===== src/rtl/pipe_stage_regs.sv =====
// Fetch PC, IF/ID and ID/EX pipeline registers of the 5-stage MIPS core, steered
// by the hazard unit's StallF/StallD/FlushE, with saturating stall/flush event counters.
module pipe_stage_regs #(
  parameter int                WIDTH    = 32,
  parameter logic [WIDTH-1:0]  RESET_PC = '0,
  parameter int                CTRL_W   = 9,
  parameter int                CNT_W    = 16
) (
  input  logic              clk,
  input  logic              reset,
  input  logic              StallF,
  input  logic              StallD,
  input  logic              FlushE,
  input  logic              PCSrcD,
  input  logic [WIDTH-1:0]  PCBranchD,
  input  logic [31:0]       InstrF,
  input  logic [CTRL_W-1:0] CtrlD,
  input  logic [WIDTH-1:0]  RD1D,
  input  logic [WIDTH-1:0]  RD2D,
  input  logic [WIDTH-1:0]  SignImmD,
  output logic [WIDTH-1:0]  PCF,
  output logic [WIDTH-1:0]  PCPlus4F,
  output logic [31:0]       InstrD,
  output logic [WIDTH-1:0]  PCPlus4D,
  output logic              ValidD,
  output logic [CTRL_W-1:0] CtrlE,
  output logic [WIDTH-1:0]  RD1E,
  output logic [WIDTH-1:0]  RD2E,
  output logic [WIDTH-1:0]  SignImmE,
  output logic [4:0]        RsE,
  output logic [4:0]        RtE,
  output logic [4:0]        RdE,
  output logic              ValidE,
  output logic [CNT_W-1:0]  StallCount,
  output logic [CNT_W-1:0]  FlushCount
);

  function automatic logic [CNT_W-1:0] sat_inc(input logic [CNT_W-1:0] c, input logic en);
    return (en && (c != {CNT_W{1'b1}})) ? c + CNT_W'(1) : c;
  endfunction

  logic [WIDTH-1:0]  pcf_q, pcf_d;
  logic [31:0]       instr_d_q, instr_d_d;
  logic [WIDTH-1:0]  pc4_d_q, pc4_d_d;
  logic              vld_d_q, vld_d_d;
  logic [CTRL_W-1:0] ctrl_e_q, ctrl_e_d;
  logic [WIDTH-1:0]  rd1_e_q, rd1_e_d, rd2_e_q, rd2_e_d, imm_e_q, imm_e_d;
  logic [4:0]        rs_e_q, rs_e_d, rt_e_q, rt_e_d, rd_e_q, rd_e_d;
  logic              vld_e_q, vld_e_d;
  logic [CNT_W-1:0]  stall_cnt_q, stall_cnt_d, flush_cnt_q, flush_cnt_d;
  logic              flush_evt;

  assign PCPlus4F = pcf_q + WIDTH'(4);
  // A squash blocked by StallD is the branch-stall case and is not an event.
  assign flush_evt = (PCSrcD && !StallD) || FlushE;

  always_comb begin
    // Fetch stage: StallF outranks a taken branch.
    pcf_d = StallF ? pcf_q : (PCSrcD ? PCBranchD : PCPlus4F);

    // IF/ID stage
    instr_d_d = instr_d_q;
    pc4_d_d   = pc4_d_q;
    vld_d_d   = vld_d_q;
    if (!StallD) begin
      if (PCSrcD) begin
        instr_d_d = '0;
        pc4_d_d   = '0;
        vld_d_d   = 1'b0;
      end else begin
        instr_d_d = InstrF;
        pc4_d_d   = PCPlus4F;
        vld_d_d   = 1'b1;
      end
    end

    // ID/EX stage
    ctrl_e_d = vld_d_q ? CtrlD : '0;
    rd1_e_d  = RD1D;
    rd2_e_d  = RD2D;
    imm_e_d  = SignImmD;
    rs_e_d   = instr_d_q[25:21];
    rt_e_d   = instr_d_q[20:16];
    rd_e_d   = instr_d_q[15:11];
    vld_e_d  = vld_d_q;
    if (FlushE) begin
      ctrl_e_d = '0;
      rd1_e_d  = '0;
      rd2_e_d  = '0;
      imm_e_d  = '0;
      rs_e_d   = '0;
      rt_e_d   = '0;
      rd_e_d   = '0;
      vld_e_d  = 1'b0;
    end

    stall_cnt_d = sat_inc(stall_cnt_q, StallF);
    flush_cnt_d = sat_inc(flush_cnt_q, flush_evt);
  end

  always_ff @(posedge clk or posedge reset) begin
    if (reset) begin
      pcf_q       <= RESET_PC;
      instr_d_q   <= '0;
      pc4_d_q     <= '0;
      vld_d_q     <= 1'b0;
      ctrl_e_q    <= '0;
      rd1_e_q     <= '0;
      rd2_e_q     <= '0;
      imm_e_q     <= '0;
      rs_e_q      <= '0;
      rt_e_q      <= '0;
      rd_e_q      <= '0;
      vld_e_q     <= 1'b0;
      stall_cnt_q <= '0;
      flush_cnt_q <= '0;
    end else begin
      pcf_q       <= pcf_d;
      instr_d_q   <= instr_d_d;
      pc4_d_q     <= pc4_d_d;
      vld_d_q     <= vld_d_d;
      ctrl_e_q    <= ctrl_e_d;
      rd1_e_q     <= rd1_e_d;
      rd2_e_q     <= rd2_e_d;
      imm_e_q     <= imm_e_d;
      rs_e_q      <= rs_e_d;
      rt_e_q      <= rt_e_d;
      rd_e_q      <= rd_e_d;
      vld_e_q     <= vld_e_d;
      stall_cnt_q <= stall_cnt_d;
      flush_cnt_q <= flush_cnt_d;
    end
  end

  assign PCF        = pcf_q;
  assign InstrD     = instr_d_q;
  assign PCPlus4D   = pc4_d_q;
  assign ValidD     = vld_d_q;
  assign CtrlE      = ctrl_e_q;
  assign RD1E       = rd1_e_q;
  assign RD2E       = rd2_e_q;
  assign SignImmE   = imm_e_q;
  assign RsE        = rs_e_q;
  assign RtE        = rt_e_q;
  assign RdE        = rd_e_q;
  assign ValidE     = vld_e_q;
  assign StallCount = stall_cnt_q;
  assign FlushCount = flush_cnt_q;

endmodule


===== config.mk =====
export PLATFORM = sky130hd
export DESIGN_NAME = pipe_stage_regs
export DESIGN_NICKNAME = d
export VERILOG_FILES = /design/src/rtl/pipe_stage_regs.sv
export SDC_FILE = /design/constraint.sdc
export NUM_CORES = 1
export LEC_CHECK = 0
export BUFFER_PORTS_ARGS = -buffer_cell sky130_fd_sc_hd__buf_4
export CORE_AREA = 2 2 176 178
export DETAILED_ROUTE_END_ITERATION = 10
export DIE_AREA = 0 0 178 180
export PLACE_DENSITY = 0.63
export SLEW_MARGIN = 10
export SYNTH_ARGS = -nofsm -noshare
export SYNTH_HDL_FRONTEND = slang
export SYNTH_SLANG_ARGS = --single-unit

===== constraint.sdc =====
create_clock -name clk -period 11.15 [get_ports clk]
set_input_delay 1.6725 -clock clk [delete_from_list [all_inputs] [get_ports clk]]
set_output_delay 1.6725 -clock clk [all_outputs]
set_load 0.01 [all_outputs]

==> impl_metrics.tcl, run 1 <==
set metrics [dict create \
    status "complete, no violations" \
    antenna_left 0 \
    seq_area_frac_synth_pct 58.9 \
    nFillCells 2689 \
    cts-buffers-inserted 27 \
    avgRoutedWirePerCell_um 20.6 \
    cts_hold_buf 0 \
    cts_resized 0 \
    min_period_ns 4.73 \
    start_util_pct 35.2 \
    timing.slew.headroom_pct 24.3 \
    via_per_inst 5.10 \
    avgSynthCellArea_sq_um 11.3 \
    grt_pass1_vias 8725 \
    core-area_sq_um 30200 \
    peakVddDrop_v 0.000102 \
    rows 64 \
    fin_crit_sh_pct 42.4 \
    synth_ff_type "dfrtp_1" \
    syn_nets 1122 \
    powerDensity_nw_per_um2 171 \
    nets 1536 \
    antenna_cells 0 \
    worstPathArrival_ns 3.06 \
    min_path_type "reg -> reg" \
    hold_viol 0 \
    routed_wl_mm 36.7 \
    synth.area.top_cells "dfrtp_1 59%, nor2b_1 6.7%, a22o_1 3.7%" \
    clk_path_buf_depth 3 \
    synth_edf_count 0 \
    drtIter0Drc 592 \
    dieArea_sq_um 32000 \
    netlist_top_cells_count "250 x dfrtp_1, 113 x nor2b_1, 61 x nand2_1" \
    area_delta_synth_final_pct 43.7 \
    die_w_um 178 \
    syn_area_sq_um 10600 \
    cts_num_sinks 250 \
    met2_usage_pct 36.3 \
    slew_viol_final 0 \
    r2r_setup_slack_ns 8.60 \
    io_pins 457 \
    max-cap-violations 0 \
    utilization_pct 50.6 \
    drc_errors 0 \
    antenna_found_initial 1 \
    async_reset_ff_share_pct 100 \
    overflow 0 \
    worstMarginPinSlew_ns 1.13 \
    synth_cell_type_count 71 \
    h-tree-depth 1 \
    synth.most_common_cell "dfrtp_1" \
    grt_use_total_pct 22.0 \
    io_buffers 456 \
    yosysWarnings 0 \
    die_h_um 180 \
    cp_max_fo 12 \
    vias 9050 \
    use_met3_pct 5.44 \
    ys_ff_latch 250 \
    cts_tree "yes" \
    post_cts_buffers 0 \
    grt_util_met1_pct 28.7 \
    place_hpwl_mm 26.5 \
    grt_pass1_wl_mm 54.5 \
    startpoint_type "register" \
    yosysTopAreaCellShare_pct 58.9 \
    synth_cells 944 \
    rsz0062_at_grt "no" \
    drive_above_1_share_pct 38.7 \
    grt-busiest-layer "met2" \
    max_freq_mhz 211 \
    p_leak_uw 0.00740 \
    drt_pass1_iterations 5 \
    path_class "reg -> out" \
    clkTransAtPathRegs_ns 0.07 \
    required_ns 9.48 \
    setup_viol 0 \
    finalPower_uw 2610 \
    setup_tns_ns 0 \
    gp_congestion 0.853 \
    fin_hold_ws_ns 0.487 \
    grt_max_degree 126 \
    synth_top_area_cell "dfrtp_1" \
    clkLatencyLatePin_ns 0.54 \
    cts_root_buf "clkbuf_16" \
    clock-skew-final_ns 0.0150 \
    crit_path_end_kind "primary output" \
]
-- state kept, by name (all words and copies together), names as in the netlist --
register    flops
RsE             5
PCF            32
CtrlE           9
SignImmE       32
ValidE          1
FlushCount     16
ValidD          1
RdE             5
StallCount     16
RD2E           32
PCPlus4D       32
InstrD         32
RtE             5
RD1E           32
-- worst max-delay path: stages, from the launching register on --
cell and delay (ns):
dfrtp_1 0.49, nand4_1 0.52, nor3_2 0.80, nand3_1 0.29
xnor2_1 0.27, buf_4 0.16
-- through the flow --
step                setup slack [ns]  instance area [sq um]  cells
CTS                             6.43                  15300   1775
detailed placement              6.93                  14300   1725
global placement                6.97                  14300   1725
finish                          6.42                  15300   1775
floorplan                       2.61                  10600    944
global route                    6.17                  15300   1775
-- logic make-up (layout without fill, tap and decap cells) --
logic type / count (synthesis) / after routing / share of synthesized area [%]
AO/OA/AOI/OAI: 178 / 178 / 12.8
XOR/XNOR: 48 / 48 / 3.96
adder cells (fa/ha/maj): 3 / 3 / 0.353
buffers and inverters: 93 / 528 / 3.58
flip-flops: 250 / 250 / 58.9
multiplexers: 7 / 7 / 0.707
AND/OR/NAND/NOR: 365 / 365 / 19.7
-- placed cells by master, fill, tap and decap left out, drive strengths merged, types with 22 or more instances in the layout --
cell,netlist,layout
nor3,24,24
nor2,31,31
buf,22,462
a22o,45,45
xor2,22,22
nand2,61,61
dfrtp,250,250
nand3,34,34
nor2b,113,113
xnor2,26,26
clkbuf,55,36
-- report_power, final --
part	switching [uW]	internal, uW	total [uW]
Combinational	256	263	519
Clock	377	617	993
Sequential	103	997	1100
Total	736	1880	2610
-- metal layers --
| layer | vias to the layer above | wire length (um) |
|---|---|---|
| li1 | 4169 | - |
| met4 | 2 | 980 |
| met1 | 4427 | 14700 |
| met2 | 396 | 17800 |
| met3 | 56 | 3170 |
| met5 | - | 16 |
-- final timing paths --
kind	depth (start not counted)	startpoint	endpoint
worst max-delay path	5	PCF[5]$_DFFE_PP0N_	PCPlus4F[25]
worst min-delay path	1	FlushCount[7]$_DFFE_PP0P_	FlushCount[7]$_DFFE_PP0P_
worst max register to register	4	PCF[5]$_DFFE_PP0N_	PCPlus4D[25]$_DFFE_PP0N_
worst min register to register	1	FlushCount[7]$_DFFE_PP0P_	FlushCount[7]$_DFFE_PP0P_
max in group asynchronous	4	reset	PCF[26]$_DFFE_PP0N_
min in group asynchronous	2	reset	RD1E[17]$_DFF_PP0_
-- cell type report --
cell class	instances	area (sq um)	share of cell area (%)
inverters	16	67.6	0.443
clock buffers	36	759	4.97
flip-flops and latches	250	6260	41.0
clock inverters	14	228	1.49
well taps	396	495	3.25
repair buffers	462	3470	22.7
multi-input cells	601	3990	26.2
Power figures use the tool's default switching activity.
==> run 2, diff against run 1 <==
--- a/config.mk
+++ b/config.mk
@@ -5,11 +5,12 @@
 export SDC_FILE = /design/constraint.sdc
 export NUM_CORES = 1
 export LEC_CHECK = 0
+export ABC_AREA = 1
 export BUFFER_PORTS_ARGS = -buffer_cell sky130_fd_sc_hd__buf_4
 export CORE_AREA = 2 2 176 178
 export DETAILED_ROUTE_END_ITERATION = 10
 export DIE_AREA = 0 0 178 180
-export PLACE_DENSITY = 0.63
+export PLACE_DENSITY = 0.66
 export SLEW_MARGIN = 10
 export SYNTH_ARGS = -nofsm -noshare
 export SYNTH_HDL_FRONTEND = slang
==> constraint.sdc (replaced) <==
create_clock -name clk -period 4 [get_ports clk]
set_input_delay 0.6 -clock clk [delete_from_list [all_inputs] [get_ports clk]]
set_output_delay 0.6 -clock clk [all_outputs]
set_load 0.01 [all_outputs]
==> run 2 against run 1 <==
Effect of this change: wire length is 8.7% lower; sequential power increased to 2.7 times the previous value; total power increased to 2.7 times the previous value; largest cell class unchanged.
==> impl_metrics.tcl, run 2 <==
set metrics [dict create \
    status "complete, no violations" \
    grt_pass1_wl_mm 52.1 \
    cts_root_buf "clkbuf_16" \
    max_freq_mhz 358 \
    via_per_inst 4.51 \
    r2r_cells 7 \
    drive_above_1_share_pct 32.3 \
    utilization_pct 51.3 \
    drtIter0Drc 455 \
    nFillCells 2810 \
    hold_viol 0 \
    synth.area.top_cells "dfrtp_1 59%, nand2_1 11%, inv_1 7.6%" \
    final.setup.worst_slack_ns 1.20 \
    cts-buffers-inserted 28 \
    grt_use_total_pct 20.5 \
    r2r-end "StallCount[14]$_DFFE_PP0P_" \
    async_reset_ff_share_pct 100 \
    syn_area_sq_um 10700 \
    fin_hold_ws_ns 0.203 \
    synth_ff_type "dfrtp_1" \
    post-place-ws_ns 1.69 \
    nets 1859 \
    area_delta_synth_final_pct 45.1 \
    startpoint_type "register" \
    avgSynthCellArea_sq_um 8.66 \
    io_pins 457 \
    clkLatencyLatePin_ns 0.54 \
    synth_top_area_cell "dfrtp_1" \
    h-tree-depth 1 \
    worstMarginPinSlew_ns 1.11 \
    timing.slew.headroom_pct 25.9 \
    io_buffers 456 \
    cp-endpoint "PCPlus4F[11]" \
    min_period_ns 2.80 \
    cts_num_sinks 250 \
    peakVddDrop_v 0.000302 \
    dieArea_sq_um 32000 \
    synth_edf_count 0 \
    grt_max_degree 96 \
    rows 64 \
    start_util_pct 35.3 \
    drt_pass1_iterations 5 \
    seq_area_frac_synth_pct 58.6 \
    cp_max_fo 7 \
    multi_input_area_sq_um 3400 \
    post_cts_buffers 0 \
    final_cell_mix "460 x buf_4, 307 x nand2_1, 250 x dfrtp_1" \
    met3_length_mm 3.13 \
    cts_hold_buf 0 \
    yosysTopAreaCellShare_pct 58.6 \
    r2r_setup_slack_ns 2.06 \
    crit_path_end_kind "primary output" \
    yosysWarnings 0 \
    r2r-start "StallCount[0]$_DFFE_PP0P_" \
    drc_errors 0 \
    netlist_top_cells_count "307 x nand2_1, 250 x dfrtp_1, 215 x inv_1" \
    vias 9470 \
    fin_crit_sh_pct 69.9 \
    rsz0062_at_grt "no" \
    worstPathArrival_ns 2.20 \
    max-cap-violations 0 \
    antenna_found_initial 1 \
    clock-skew-final_ns 0.00903 \
    ys_ff_latch 250 \
    path_class "reg -> out" \
    m1WireLength_mm 13.0 \
    instances_no_fill 2100 \
    setup_tns_ns 0 \
    gp_congestion 0.873 \
    syn_nets 1410 \
    p_leak_uw 0.00852 \
    grt_pass1_vias 9640 \
    clk_path_buf_depth 3 \
    slew_viol_final 0 \
    die_h_um 180 \
    avgRoutedWirePerCell_um 15.9 \
    crit_start "PCF[4]$_DFFE_PP0N_" \
    synth.most_common_cell "nand2_1" \
    clkTransAtPathRegs_ns 0.07 \
    core-area_sq_um 30200 \
    met2_length_mm 16.1 \
    required_ns 3.40 \
    antenna_left 0 \
    place_hpwl_mm 24.9 \
    synth_cells 1232 \
    overflow 0 \
    cts_tree "yes" \
    routed_wl_mm 33.5 \
    topRoutingLayerUsed "met4" \
    mostFrequentLayoutCell "buf_4" \
    cts_resized 0 \
    placed_cells 2047 \
    regArea_sq_um 6260 \
    min_path_type "in -> async" \
    die_w_um 178 \
    synth_cell_type_count 34 \
    powerDensity_nw_per_um2 462 \
    setup_viol 0 \
]
run 2: changes by cell type after synthesis, moves of 18 or more:
cell	before	now
a22o_1	45	17
clkbuf_1	53	35
nor2b_1	113	0
inv_1	15	215
nor2_1	31	175
o22ai_1	2	21
o21ai_0	19	39
nand2_1	61	307
nand3_1	33	52
run 2: final cells by class:
cell class | count | area share [%]
clock buffers | 35 | 5.22
inverters | 218 | 5.31
well taps | 396 | 3.20
repair buffers | 463 | 22.7
multi-input cells | 720 | 22.0
clock inverters | 17 | 1.18
diodes | 1 | 0.0162
flip-flops and latches | 250 | 40.4
run 2: report_power, final:
| part | switching, uW | leakage [uW] | internal [uW] |
|---|---|---|---|
| Combinational | 765 | 0.00484 | 667 |
| Sequential | 238 | 0.00320 | 2760 |
| Clock | 1090 | 0.000488 | 1630 |
run 2: how the worst min path moves through the flow:
stage                                          end  slack (ns)                      from
after floorplan            PCPlus4D[2]$_DFFE_PP0N_        0.52   PCPlus4D[2]$_DFFE_PP0N_
after global placement    PCPlus4D[31]$_DFFE_PP0N_        0.46  PCPlus4D[31]$_DFFE_PP0N_
after detailed placement  PCPlus4D[26]$_DFFE_PP0N_        0.47  PCPlus4D[26]$_DFFE_PP0N_
after CTS                 PCPlus4D[31]$_DFFE_PP0N_        0.22                     reset
after global routing      PCPlus4D[19]$_DFFE_PP0N_        0.23                     reset
final                     PCPlus4D[31]$_DFFE_PP0N_        0.20                     reset
run 2: critical path, stage by stage, from the launching register on:
cell and delay [ns]:
dfrtp_1 0.53, nand2_2 0.11, nor2_4 0.17, nand2_4 0.11
nor2_4 0.19, xnor2_1 0.26, inv_1 0.10, buf_4 0.16
run 2: cell families after synthesis:
family / Yosys count / synth area share (%)
AND/OR/NAND/NOR: 581 / 22.7
buffers and inverters: 262 / 9.57
XOR/XNOR: 27 / 2.22
adder cells (fa/ha/maj): 3 / 0.352
flip-flops: 250 / 58.6
AO/OA/AOI/OAI: 109 / 6.50
run 2: through the flow:
step	area, sq um	power (uW)
after floorplan	10700	3670
after global placement	14500	4480
after detailed placement	14500	4500
after CTS	15500	7260
after global routing	15500	7540
final	15500	7150
run 2: routing by layer:
layer  vias up  global-route usage, %
met5         -                      0
li1       4642                      -
met3        73                   5.94
met2       379                   35.3
met1      4376                   24.2
met4         0                   7.34
